<file path="config.mk">
export PLATFORM = sky130hd
export DESIGN_NAME = alu_op_sequencer
export DESIGN_NICKNAME = d
export VERILOG_FILES = /design/src/rtl/alu_pkg.sv /design/src/rtl/alu_op_decode.sv /design/src/rtl/alu_op_sequencer.sv
export SDC_FILE = /design/constraint.sdc
export NUM_CORES = 1
export LEC_CHECK = 0
export BUFFER_PORTS_ARGS = -buffer_cell sky130_fd_sc_hd__buf_2
export CORE_MARGIN = 2
export CORE_UTILIZATION = 40
export DETAILED_ROUTE_END_ITERATION = 8
export GPL_TIMING_DRIVEN = 0
export PLACE_DENSITY = 0.75
export SYNTH_ARGS = -nofsm -noshare
export SYNTH_HDL_FRONTEND = slang
export SYNTH_SLANG_ARGS = --single-unit
</file>
<file path="constraint.sdc">
create_clock -name clk -period 2.95 [get_ports clk]
set_input_delay 0.59 -clock clk [delete_from_list [all_inputs] [get_ports clk]]
set_output_delay 0.59 -clock clk [all_outputs]
set_load 0.02 [all_outputs]
</file>
<file path="src/rtl/alu_pkg.sv">
// rtl/alu_pkg.sv - ALU function codes, instruction encodings and sequencer state types
package alu_pkg;

    localparam logic [2:0] F_ADD  = 3'b000;
    localparam logic [2:0] F_SUB  = 3'b001;
    localparam logic [2:0] F_AND  = 3'b010;
    localparam logic [2:0] F_OR   = 3'b011;
    localparam logic [2:0] F_XOR  = 3'b100;
    localparam logic [2:0] F_SLT  = 3'b101;
    localparam logic [2:0] F_NONE = 3'b111;

    localparam logic [6:0] OP_R      = 7'b0110011;
    localparam logic [6:0] OP_I      = 7'b0010011;
    localparam logic [6:0] OP_LOAD   = 7'b0000011;
    localparam logic [6:0] OP_STORE  = 7'b0100011;
    localparam logic [6:0] OP_BRANCH = 7'b1100011;

    localparam logic [2:0] F3_ADD = 3'b000;
    localparam logic [2:0] F3_SLT = 3'b010;
    localparam logic [2:0] F3_XOR = 3'b100;
    localparam logic [2:0] F3_OR  = 3'b110;
    localparam logic [2:0] F3_AND = 3'b111;
    localparam logic [2:0] F3_BEQ = 3'b000;
    localparam logic [2:0] F3_BNE = 3'b001;
    localparam logic [2:0] F3_BLT = 3'b100;
    localparam logic [2:0] F3_BGE = 3'b101;

    localparam logic [6:0] F7_BASE = 7'b0000000;
    localparam logic [6:0] F7_ALT  = 7'b0100000;

    typedef enum logic [1:0] {
        ST_IDLE = 2'd0,
        ST_EXEC = 2'd1,
        ST_RESP = 2'd2
    } state_t;

    // Branch outcome is resolved purely from the ALU Zero flag
    localparam logic [1:0] BR_NONE     = 2'd0;
    localparam logic [1:0] BR_ON_ZERO  = 2'd1;
    localparam logic [1:0] BR_ON_NZERO = 2'd2;

    // Returns {valid, f}; f is F_NONE whenever valid is 0
    function automatic logic [3:0] arith_map(input logic [2:0] funct3, input logic alt);
        logic [3:0] m;
        case (funct3)
            F3_ADD:  m = {1'b1, alt ? F_SUB : F_ADD};
            F3_SLT:  m = {1'b1, F_SLT};
            F3_XOR:  m = {1'b1, F_XOR};
            F3_OR:   m = {1'b1, F_OR};
            F3_AND:  m = {1'b1, F_AND};
            default: m = {1'b0, F_NONE};
        endcase
        return m;
    endfunction

endpackage

</file>
<file path="src/rtl/alu_op_decode.sv">
// rtl/alu_op_decode.sv - combinational instruction decode to ALU function, operand select and branch kind
module alu_op_decode
    import alu_pkg::*;
(
    input  logic [6:0] opcode,
    input  logic [2:0] funct3,
    input  logic [6:0] funct7,
    output logic [2:0] f,
    output logic       use_imm,
    output logic [1:0] br_kind,
    output logic       illegal
);

    logic [3:0] m_r;
    logic [3:0] m_i;

    always_comb begin
        m_r     = arith_map(funct3, funct7[5]);
        m_i     = arith_map(funct3, 1'b0);
        f       = F_NONE;
        use_imm = 1'b0;
        br_kind = BR_NONE;
        illegal = 1'b1;
        case (opcode)
            OP_R: begin
                if (funct7 == F7_BASE || funct7 == F7_ALT) begin
                    f       = m_r[2:0];
                    illegal = !m_r[3];
                end
            end
            OP_I: begin
                f       = m_i[2:0];
                illegal = !m_i[3];
                use_imm = 1'b1;
            end
            OP_LOAD, OP_STORE: begin
                f       = F_ADD;
                use_imm = 1'b1;
                illegal = 1'b0;
            end
            OP_BRANCH: begin
                // BLT/BGE use SLT: result 1 (Zero clear) means rs1 < rs2
                case (funct3)
                    F3_BEQ: begin f = F_SUB; br_kind = BR_ON_ZERO;  illegal = 1'b0; end
                    F3_BNE: begin f = F_SUB; br_kind = BR_ON_NZERO; illegal = 1'b0; end
                    F3_BLT: begin f = F_SLT; br_kind = BR_ON_NZERO; illegal = 1'b0; end
                    F3_BGE: begin f = F_SLT; br_kind = BR_ON_ZERO;  illegal = 1'b0; end
                    default: ;
                endcase
            end
            default: ;
        endcase
    end

endmodule

</file>
<file path="src/rtl/alu_op_sequencer.sv">
// rtl/alu_op_sequencer.sv - request/response sequencer driving a combinational 3-bit-function ALU
module alu_op_sequencer
    import alu_pkg::*;
#(
    parameter int CNT_W = 16
) (
    input  logic             clk,
    input  logic             rst_n,
    input  logic             req_valid,
    output logic             req_ready,
    input  logic [31:0]      req_instr,
    input  logic [31:0]      req_rs1,
    input  logic [31:0]      req_rs2,
    input  logic [31:0]      req_imm,
    output logic [31:0]      alu_a,
    output logic [31:0]      alu_b,
    output logic [2:0]       alu_f,
    input  logic [31:0]      alu_result,
    input  logic             alu_zero,
    output logic             rsp_valid,
    input  logic             rsp_ready,
    output logic [31:0]      rsp_data,
    output logic             rsp_taken,
    output logic             rsp_illegal,
    output logic [CNT_W-1:0] op_count,
    output logic [CNT_W-1:0] illegal_count
);

    localparam logic [CNT_W-1:0] CNT_ONE = {{(CNT_W-1){1'b0}}, 1'b1};

    state_t     state_q;
    state_t     state_d;
    logic       load;
    logic       capture;
    logic [2:0] dec_f;
    logic       dec_use_imm;
    logic [1:0] dec_br;
    logic       dec_illegal;
    logic [1:0] br_q;
    logic       illegal_q;
    logic       taken_d;
    logic       unused_instr_bits;

    assign unused_instr_bits = ^{req_instr[24:15], req_instr[11:7]};

    alu_op_decode u_decode (
        .opcode  (req_instr[6:0]),
        .funct3  (req_instr[14:12]),
        .funct7  (req_instr[31:25]),
        .f       (dec_f),
        .use_imm (dec_use_imm),
        .br_kind (dec_br),
        .illegal (dec_illegal)
    );

    always_ff @(posedge clk or negedge rst_n) begin
        if (!rst_n) begin
            state_q <= ST_IDLE;
        end else begin
            state_q <= state_d;
        end
    end

    always_comb begin
        state_d   = state_q;
        req_ready = 1'b0;
        rsp_valid = 1'b0;
        load      = 1'b0;
        capture   = 1'b0;
        case (state_q)
            ST_IDLE: begin
                req_ready = 1'b1;
                if (req_valid) begin
                    load    = 1'b1;
                    state_d = ST_EXEC;
                end
            end
            ST_EXEC: begin
                capture = 1'b1;
                state_d = ST_RESP;
            end
            ST_RESP: begin
                rsp_valid = 1'b1;
                if (rsp_ready) begin
                    // Retiring a response frees the slot for a request in the same cycle
                    req_ready = 1'b1;
                    if (req_valid) begin
                        load    = 1'b1;
                        state_d = ST_EXEC;
                    end else begin
                        state_d = ST_IDLE;
                    end
                end
            end
            default: state_d = ST_IDLE;
        endcase
    end

    always_comb begin
        taken_d = 1'b0;
        if (!illegal_q) begin
            if (br_q == BR_ON_ZERO) begin
                taken_d = alu_zero;
            end else if (br_q == BR_ON_NZERO) begin
                taken_d = !alu_zero;
            end
        end
    end

    always_ff @(posedge clk or negedge rst_n) begin
        if (!rst_n) begin
            alu_a         <= '0;
            alu_b         <= '0;
            alu_f         <= F_NONE;
            br_q          <= BR_NONE;
            illegal_q     <= 1'b0;
            rsp_data      <= '0;
            rsp_taken     <= 1'b0;
            rsp_illegal   <= 1'b0;
            op_count      <= '0;
            illegal_count <= '0;
        end else begin
            if (load) begin
                alu_a     <= req_rs1;
                alu_b     <= dec_use_imm ? req_imm : req_rs2;
                alu_f     <= dec_f;
                br_q      <= dec_br;
                illegal_q <= dec_illegal;
            end
            if (capture) begin
                rsp_data    <= illegal_q ? 32'd0 : alu_result;
                rsp_taken   <= taken_d;
                rsp_illegal <= illegal_q;
            end
            if (rsp_valid && rsp_ready) begin
                op_count <= op_count + CNT_ONE;
                if (rsp_illegal) begin
                    illegal_count <= illegal_count + CNT_ONE;
                end
            end
        end
    end

endmodule

</file>
==> summary.md <==
| Metric | Value |
|---|---|
| Post-CTS Setup Inserts | 0 |
| Initial antenna violation count | 2 |
| Worst-margin pin slew | 657 ps |
| Area delta synth->final | 37.4% |
| Busiest grt layer | met2 |
| Ys Warns | 0 |
| Gr usage total | 22.0% |
| Switching pwr | 1.96 mW |
| Final hold violation count | 0 |
| Met1 Usage GRT | 27.9% |
| Mapped cell area | 0.00597 mm^2 |
| CTS tree | yes |
| Routed vias | 5,488 |
| Comb power frac | 24.2% |
| RD Place Congestion | 0.771 |
| Via density | 4.84 |
| Switching share of power | 33.6% |
| H-tree lvl count | 4 |
| Nets | 1,104 |
| Nature of the critical path startpoint | register |
| Setup Viol. Count Final | 0 |
| First-pass GRT wire length | 27,700 um |
| Clock Pin Slew Worst Setup and Hold Paths | 60 ps |
| Synth Area per Inst | 9.39 um^2 |
| Static Leak | 4.36 nW |
| Crit-path max cell delay | 430 ps |
| Final Max Tran Viols | 0 |
| RSZ-0062 raised after global routing | false |
| Count of cell types in the netlist | 42 |
| CTS Root Cell | clkbuf_16 |
| CP max stage cell | dfrtp_1 |
| Tmin final | 2000 ps |
| Worst-Skew Late Latency | 420 ps |
| Area occupied by multi-input gates | 0.00234 mm^2 |
| Antenna viol nets, final | 0 |
| Inserted Clock Buffers | 17 |
| Post-synthesis instance total | 636 |
| Setup crit end kind | output port |
| Post-Route Utilization | 56.3% |
| Seq. cell area | 0.00346 mm^2 |
| Die Span X | 126 um |
| Vias in the first global route | 5,478 |
| FF+latch count, synth | 138 |
| Hold Path Class | in2async |
| Outcome | finished, final reports clean |
| Worst path cell trace | or2b_1 -> nor2b_1 -> buf_2 |
| Worst Path Required | 2360 ps |
| Sequential area share after synthesis | 57.9% |
| Peak supply drop | 0.350 mV |
| Wire length per cell | 15.1 um |
| DPL Wire Length | 12,700 um |
| Cts hold-fix bufs | 0 |
| Max_slew headroom | 56.2% |
| Maximum buffer depth of the clock tree | 2 |
| Share of cells above drive strength 1 | 35.7% |
| Core area | 0.0146 mm^2 |
| Worst EP arrival | 1410 ps |
| Die Height | 126 um |
| Crit-path max FO | 5 |
| Share of power burned in registers | 41.1% |
| Kind of critical path | reg2out |
| Total Wirelength | 17,200 um |
| Max cap viols | 0 |
| TritonCTS Sinks | 138 |
| Pwr Total | 5.83 mW |
| Pwr Density | 710 mW/mm^2 |
| Die area | 0.0159 mm^2 |
| GR Overflow Total | 0 |
| Final period util | 67.8% |
| Initial DRC Count | 247 |
| # fillers | 1,358 |
| FP Rows | 44 |
| Int Power | 3.87 mW |
| GR met3 Demand/Resource | 7.26% |
| Number of I/O port buffers | 281 |
| Post-synthesis net count | 803 |
| PostCTS Resize Cnt | 0 |
| Boundary Pins | 300 |
| Fmax | 500 MHz |
| Setup Skew | 9.41 ps |
| Drt pass-1 iters | 4 |
| GR met2 Demand/Resource | 35.7% |
| Remaining DRCs | 0 |
| Initial Util | 41.0% |
| Largest net degree at the start of global routing | 71 |
| Clock share of power | 34.7% |
cell families after synthesis:
| logic type | synth area share (%) |
|---|---|
| buffers and inverters | 2.97 |
| xor gates and xnor gates | 4.69 |
| and+or+nand+nor | 23.9 |
| adders and majority gates | 0.419 |
| DFF | 57.9 |
| AOI/OAI and AO/OA | 9.76 |
| muxes | 0.377 |
worst max-delay path: cells and delay by family, from the launching register on:
family	cells	cell delay (ps)
and+or+nand+nor	2	400
DFF	1	430
buffers and inverters	1	160
flip-flops by register name (all words and copies together) (netlist names):
| name | cells |
|---|---|
| rsp_illegal | 1 |
| illegal_q | 1 |
| rsp_taken | 1 |
| op_count | 16 |
| alu_f | 3 |
| rsp_data | 32 |
| alu_b | 32 |
| br_q | 2 |
| illegal_count | 16 |
| state_q | 2 |
| alu_a | 32 |
power by group through the flow:
stage	Clock [mW]	Sequential (mW)	Combinational, mW
6_report	2.02	2.39	1.41
2_1_floorplan	0	2.76	0.456
5_1_grt	2.15	2.44	1.55
4_1_cts	2.06	2.39	1.43
3_3_place_gp	0	2.41	1.40
3_5_place_dp	0	2.42	1.43
through the flow:
| step | cell area [um^2] | worst slack, ps | hold slack [ps] | TNS, ps | cells |
|---|---|---|---|---|---|
| 4_1_cts | 8210 | 927 | 186 | 0 | 1134 |
| 3_5_place_dp | 7640 | 938 | 457 | 0 | 1102 |
| 5_1_grt | 8210 | 882 | 195 | 0 | 1135 |
| 3_3_place_gp | 7610 | -698 | 453 | -92940 | 1101 |
| 6_report | 8210 | 948 | 156 | 0 | 1135 |
| 2_1_floorplan | 5970 | 1330 | 294 | 0 | 636 |
path summary, 6_finish.rpt:
path	startpoint	end	slack [ps]	depth (start not counted)
worst max-delay path	state_q[1]	req_ready	950	3
worst min-delay path	rst_n	illegal_count[15]	160	1
worst max register to register	state_q[1]	alu_b[28]	1220	6
worst min register to register	illegal_count[15]	illegal_count[15]	460	1
max in group asynchronous	rst_n	alu_f[2]	1980	2
min in group clk	req_rs1[24]	alu_a[24]	350	3
layout by cell type (no fill, tap or decap), drive strengths merged, types with 8 or more instances in the layout:
cell    count
a21oi      68
buf       298
clkbuf     38
nor2       43
nand2     183
o21ai      35
inv         8
nand3      12
dfrtp     135
xor2       10
nand2b     37
xnor2      22
layer usage:
| layer | vias to the layer above | wire length [um] | share of wire [%] |
|---|---|---|---|
| met1 | 2546 | 7280 | 42 |
| met4 | 2 | 315 | 1.8 |
| met3 | 25 | 1340 | 7.8 |
| met5 | - | 16 | 0.093 |
| met2 | 219 | 8210 | 48 |
| li1 | 2696 | - | - |
cells in the mapped netlist, drive strengths merged:
cell type	n	area share, %
o211ai	1	0.13
ha	2	0.42
nand2b	37	3.9
or2b	1	0.13
and4b	1	0.17
or4	2	0.25
o31ai	1	0.13
and4bb	1	0.21
o32a	2	0.34
nand3b	2	0.46
dfrtp	135	57
mux2	2	0.38
nor3	3	0.25
nand3	12	1.0
nand4bb	1	0.19
inv	5	0.31
nand4	5	0.52
a31oi	1	0.10
and3	5	0.52
xnor2	22	3.2
and4	4	0.59
xor2	10	1.5
a32oi	1	0.15
o21ai	35	2.9
nor2	43	2.7
buf	16	1.5
a311oi	1	0.15
and2	5	0.52
nand2	183	12
nor2b	2	0.21
nor4	4	0.77
dfstp	3	1.3
a21oi	68	5.7
clkbuf	19	1.2
o22a	1	0.15
area by class of cell:
cell class,count,share of cell area [%]
buffer,35,1.94
antenna,1,0.0305
clock buffer,19,5.40
timing repair buffer,282,17.5
sequential,138,42.1
clock inverter,13,1.43
inverter,5,0.229
tap,184,2.80
multi-input combinational,458,28.5
Power figures use the tool's default switching activity.
